## src/rtl/reg_file_if.sv

```systemverilog
`default_nettype none
// ============================================================================
//  Module      : reg_file_if
//  Description : Bus bundle for the renaming register file: two combinational
//                read ports, one rename port and the result-broadcast port.
//  Revision    : 1.0 - initial release
// ============================================================================
interface reg_file_if;
    // Read ports
    logic [4:0]  ReadAddr1;
    logic [4:0]  ReadAddr2;
    logic [31:0] DataOut1;
    logic [31:0] DataOut2;
    logic [4:0]  LabelOut1;
    logic [4:0]  LabelOut2;
    // Rename port
    logic        RegWr;
    logic [4:0]  WriteAddr;
    logic [4:0]  WriteLabel;
    // Result broadcast (common data bus)
    logic        BCEN;
    logic [4:0]  BClabel;
    logic [31:0] BCdata;

    // Requester side: issues reads, renames and broadcasts
    modport master (
        output ReadAddr1, ReadAddr2,
        output RegWr, WriteAddr, WriteLabel,
        output BCEN, BClabel, BCdata,
        input  DataOut1, DataOut2, LabelOut1, LabelOut2
    );

    // Register file side
    modport slave (
        input  ReadAddr1, ReadAddr2,
        input  RegWr, WriteAddr, WriteLabel,
        input  BCEN, BClabel, BCdata,
        output DataOut1, DataOut2, LabelOut1, LabelOut2
    );
endinterface
`default_nettype wire

```

## src/rtl/reg_file.sv

```systemverilog
`default_nettype none
// ============================================================================
//  Module      : reg_file
//  Description : 32 x 32-bit register file with 5-bit producer labels for
//                register renaming. Broadcast results wake every waiting
//                register and are bypassed onto the read ports in-cycle.
//  Revision    : 1.0 - initial release
// ============================================================================
module reg_file (
    input  wire logic   clk,
    input  wire logic   RST,
    reg_file_if.slave   bus
);
    localparam int c_NUM_REGS = 32;

    logic [31:0] data_q  [c_NUM_REGS];
    logic [31:0] data_d  [c_NUM_REGS];
    logic [4:0]  label_q [c_NUM_REGS];
    logic [4:0]  label_d [c_NUM_REGS];

    // Label 0 means "no producer", so a broadcast of label 0 carries nothing
    logic w_bc_valid;
    assign w_bc_valid = bus.BCEN && (bus.BClabel != 5'd0);

    // Next state: broadcast wakes matching registers, then a rename overrides
    // the label so a new producer wins over the value just delivered.
    always_comb begin
        for (int i = 0; i < c_NUM_REGS; i++) begin
            data_d[i]  = data_q[i];
            label_d[i] = label_q[i];
        end
        if (w_bc_valid) begin
            for (int i = 1; i < c_NUM_REGS; i++) begin
                if (label_q[i] == bus.BClabel) begin
                    data_d[i]  = bus.BCdata;
                    label_d[i] = 5'd0;
                end
            end
        end
        if (bus.RegWr && (bus.WriteAddr != 5'd0)) begin
            label_d[bus.WriteAddr] = bus.WriteLabel;
        end
        // Register 0 is hardwired to a valid zero
        data_d[0]  = 32'd0;
        label_d[0] = 5'd0;
    end

    // Register array update with synchronous reset taking priority
    always_ff @(posedge clk) begin
        if (RST) begin
            for (int i = 0; i < c_NUM_REGS; i++) begin
                data_q[i]  <= 32'd0;
                label_q[i] <= 5'd0;
            end
        end else begin
            for (int i = 0; i < c_NUM_REGS; i++) begin
                data_q[i]  <= data_d[i];
                label_q[i] <= label_d[i];
            end
        end
    end

    // Read port 1 with broadcast bypass (register 0 never matches: label 0)
    always_comb begin
        bus.DataOut1  = data_q[bus.ReadAddr1];
        bus.LabelOut1 = label_q[bus.ReadAddr1];
        if (w_bc_valid && (label_q[bus.ReadAddr1] == bus.BClabel)) begin
            bus.DataOut1  = bus.BCdata;
            bus.LabelOut1 = 5'd0;
        end
    end

    // Read port 2 with broadcast bypass
    always_comb begin
        bus.DataOut2  = data_q[bus.ReadAddr2];
        bus.LabelOut2 = label_q[bus.ReadAddr2];
        if (w_bc_valid && (label_q[bus.ReadAddr2] == bus.BClabel)) begin
            bus.DataOut2  = bus.BCdata;
            bus.LabelOut2 = 5'd0;
        end
    end
endmodule
`default_nettype wire

```

## src/flat_wrapper.sv

```systemverilog
// flat-port wrapper written by rule: the top's interface ports become plain ports
module reg_file_flat 
  (clk, RST, bus_ReadAddr1, bus_ReadAddr2, bus_RegWr, bus_WriteAddr, bus_WriteLabel, bus_BCEN, bus_BClabel, bus_BCdata, bus_DataOut1, bus_DataOut2, bus_LabelOut1, bus_LabelOut2);
  reg_file_if bus_i ();
  input  wire logic clk;
  input  wire logic RST;
  input wire logic [$bits(bus_i.ReadAddr1)-1:0] bus_ReadAddr1;
  input wire logic [$bits(bus_i.ReadAddr2)-1:0] bus_ReadAddr2;
  input wire logic [$bits(bus_i.RegWr)-1:0] bus_RegWr;
  input wire logic [$bits(bus_i.WriteAddr)-1:0] bus_WriteAddr;
  input wire logic [$bits(bus_i.WriteLabel)-1:0] bus_WriteLabel;
  input wire logic [$bits(bus_i.BCEN)-1:0] bus_BCEN;
  input wire logic [$bits(bus_i.BClabel)-1:0] bus_BClabel;
  input wire logic [$bits(bus_i.BCdata)-1:0] bus_BCdata;
  output wire logic [$bits(bus_i.DataOut1)-1:0] bus_DataOut1;
  output wire logic [$bits(bus_i.DataOut2)-1:0] bus_DataOut2;
  output wire logic [$bits(bus_i.LabelOut1)-1:0] bus_LabelOut1;
  output wire logic [$bits(bus_i.LabelOut2)-1:0] bus_LabelOut2;
  assign bus_i.ReadAddr1 = bus_ReadAddr1;
  assign bus_i.ReadAddr2 = bus_ReadAddr2;
  assign bus_i.RegWr = bus_RegWr;
  assign bus_i.WriteAddr = bus_WriteAddr;
  assign bus_i.WriteLabel = bus_WriteLabel;
  assign bus_i.BCEN = bus_BCEN;
  assign bus_i.BClabel = bus_BClabel;
  assign bus_i.BCdata = bus_BCdata;
  assign bus_DataOut1 = bus_i.DataOut1;
  assign bus_DataOut2 = bus_i.DataOut2;
  assign bus_LabelOut1 = bus_i.LabelOut1;
  assign bus_LabelOut2 = bus_i.LabelOut2;
  reg_file u_core (.clk(clk), .RST(RST), .bus(bus_i));
endmodule
```

## config.mk

```make
export PLATFORM = sky130hd
export DESIGN_NAME = reg_file_flat
export DESIGN_NICKNAME = d
export VERILOG_FILES = /design/src/rtl/reg_file_if.sv /design/src/rtl/reg_file.sv /design/src/flat_wrapper.sv
export SDC_FILE = /design/constraint.sdc
export NUM_CORES = 2
export LEC_CHECK = 0
export BUFFER_PORTS_ARGS = -buffer_cell sky130_fd_sc_hd__buf_2
export CAP_MARGIN = 25
export CORE_AREA = 2 2 412 373
export CTS_CLUSTER_DIAMETER = 80
export DETAILED_ROUTE_END_ITERATION = 10
export DIE_AREA = 0 0 414 375
export GPL_TIMING_DRIVEN = 0
export SETUP_SLACK_MARGIN = 0.3
export SLEW_MARGIN = 20
export SYNTH_ARGS = -nofsm -noshare
export SYNTH_HDL_FRONTEND = slang
export SYNTH_SLANG_ARGS = --single-unit
```

## constraint.sdc

```tcl
create_clock -name clk -period 7.6 [get_ports clk]
set_input_delay 1.52 -clock clk [delete_from_list [all_inputs] [get_ports clk]]
set_output_delay 1.52 -clock clk [all_outputs]
set_load 0.1 [all_outputs]
```

==> impl_metrics.ini <==
[placed_design]
post-place-ws_ns = 0.176
hpwl_um = 159000
io_buffers = 116
dp_cells = 6186
place_congestion = 0.984
placed_area_um2 = 64200

[timing]
tns_ns = 0
clock.fmax_mhz = 137
timing.final.max_slew_violations = 0
period_needed_ns = 7.32
setup_viol_count_final = 0
rsz0062_at_grt = false
tightest_slew_ns = 1.20
period_share = 0.963
skew_ns = 0.0332
relSlewSlack = 0.202
setup_slack_ns = 0.282
hold_viol = 0

[route]
wl_per_cell_um = 34.9
drt_iter0_drc = 6041
drc = 0
ant_nets = 0
vias_per_cell = 6.43
first_pass_iters = 6
wirelength_um = 223000
dr_total_vias = 41200

[die]
die_area_um2 = 155000
core-area_um2 = 151000
num_rows = 136
start_util = 0.396
die_width_um = 414
io_pins = 135
die_h_um = 375

[synthesis]
synth_nets = 4084
yosysUniqueCellTypes = 61
ys_seq_area_frac = 0.548
synth_area_um2 = 60000
yosys_warnings = 0
syn_avg_cell_area_um2 = 14.9
synth_ff_type = edfxtp_1
ys_seq_elements = 1147
syn_inst = 4023
synthArstFlopShare = 0
synth_edf_count = 992

[critical_path]
start_kind = input pin
worstSetupPathType = input pin to output pin
critPathLaunch = bus_ReadAddr2[1]
required_ns = 6.08
r2r_start = u_core.label_q[15][4]
worstPathMaxFanout = 10
cp.arrival_ns = 5.80
end_kind = output pin

[cts]
root_buffer = clkbuf_16
htree_levels = 3
cts_tree = done
clock_latency_ns = 0.77
cts_sinks = 1147
clockBufferDepth = 3
cts_inserted_buffers = 119
path_clk_slew_ns = 0.06

[global_route]
antenna_found_initial = 5
grt_max_degree = 33
grt_pass1_wl_um = 310000
overflow = 0
grt_pass1_vias = 40700
track_usage = 0.285

[pwr]
irDropWorstVdd_mv = 0.184
p_leak_nw = 23.2
power_density_nw_per_um2 = 229

[flow_run]
cap_violations = 0

[outcome]
status = completed

[hold_path]
hold_class = flip-flop to flip-flop
hp-start = u_core.label_q[16][3]

[final_layout]
layout.nets = 4375
final_common_cell = edfxtp_1
mostFrequentLayoutCells = edfxtp_1, mux4_2, nor2_1
area_growth_pct = 13.2
final_area_um2 = 67900
nFillCells = 13500
drive_gt1_frac = 0.308
final_cells = 6407
diodes = 0
==> routing by layer <==
layer / wire, um / track usage / vias up
met3: 26300 / 0.0718 / 517
li1: - / - / 16300
met2: 99700 / 0.431 / 2863
met5: 14 / 0 / -
met4: 11500 / 0.127 / 2
met1: 86000 / 0.389 / 21500
==> final cells by class <==
class                           count  area [um2]  share of cell area
Multi-Input combinational cell   2443       25400               0.374
Clock inverter                     53         379             0.00558
Timing Repair Buffer              170        1480              0.0217
Clock buffer                      160        3260              0.0480
Inverter                           36         135             0.00199
Buffer                            397        1860              0.0274
Tap cell                         2001        2500              0.0368
Sequential cell                  1147       32900               0.484
==> worst paths after layout <==
check | cells past startpoint | slack (ns) | end
max | 11 | 0.28 | bus_DataOut2[29]
min | 2 | 0.52 | u_core.label_q[16][3]
max reg2reg | 6 | 4.68 | u_core.data_q[15][16]
min reg2reg | 2 | 0.52 | u_core.label_q[16][3]
==> what timing repair did <==
item | CTS | global route
hold buffers | 0 | 0
hold endpoints to repair | 0 | 0
setup endpoints to repair | 28 | 49
buffers inserted | 2 | 0
gates resized for setup | 6 | 13
pin swaps | 0 | 0
==> stage by stage <==
step | utilization | power, mW | hold slack [ns]
6_report | 0.449 | 15.6 | 0.516
4_1_cts | 0.448 | 15.6 | 0.517
3_5_place_dp | 0.424 | 10.0 | 0.507
3_3_place_gp | 0.417 | 9.95 | 0.503
2_1_floorplan | - | 9.18 | 0.477
5_1_grt | 0.449 | 15.9 | 0.531
==> cell families after synthesis <==
group	after synthesis	synth area share
AOI/OAI and AO/OA	274	0.0295
xor gates and xnor gates	164	0.0239
buffers and inverters	433	0.0323
DFF	1147	0.548
muxes	876	0.285
and+or+nand+nor	1129	0.0815
==> worst max-delay path, stage by stage <==
cell,delay (ns)
buf_2,0.24
buf_6,0.24
buf_6,0.20
buf_2,0.46
buf_2,0.53
clkbuf_1,0.74
mux4_2,0.43
mux4_2,0.54
mux2_2,0.32
mux2_4,0.26
buf_2,0.29
==> registers in the layout (all words and copies together), names as in the netlist <==
signal and count:
u_core.data_q 992, u_core.label_q 155
==> Yosys cell counts, drive strengths merged (2+ instances only) <==
cell	number	share of area
a211oi	4	0.00050
a21oi	138	0.012
a221oi	5	0.00073
a22o	64	0.0093
a22oi	9	0.0011
a311oi	2	0.00029
a31o	4	0.00058
a31oi	3	0.00031
and2	6	0.00063
and3	6	0.00063
buf	205	0.018
clkbuf	192	0.012
dfxtp	155	0.052
edfxtp	992	0.50
inv	36	0.0023
mux2	207	0.040
mux2i	32	0.0053
mux4	637	0.24
nand2	204	0.013
nand2b	69	0.0072
nand3	177	0.015
nand3b	3	0.00038
nand4	2	0.00046
nor2	592	0.037
nor2b	16	0.0017
nor3	5	0.00058
nor3b	4	0.00050
nor4	33	0.0034
o2111ai	2	0.00029
o211ai	2	0.00025
o21ai	6	0.00050
o22ai	26	0.0027
o311ai	2	0.00029
o31ai	2	0.00025
or2	4	0.00042
or3b	2	0.00029
xnor2	66	0.0096
xor2	98	0.014
==> power by group <==
group / leakage [nW] / internal [mW] / switching, mW / total [mW]
sequential: 11.3 / 7.18 / 0.150 / 7.33
clock: 1.78 / 3.12 / 2.54 / 5.66
combinational: 10.2 / 0.930 / 1.67 / 2.60
total: 23.2 / 11.2 / 4.36 / 15.6
(Power assumes the default switching activity.)
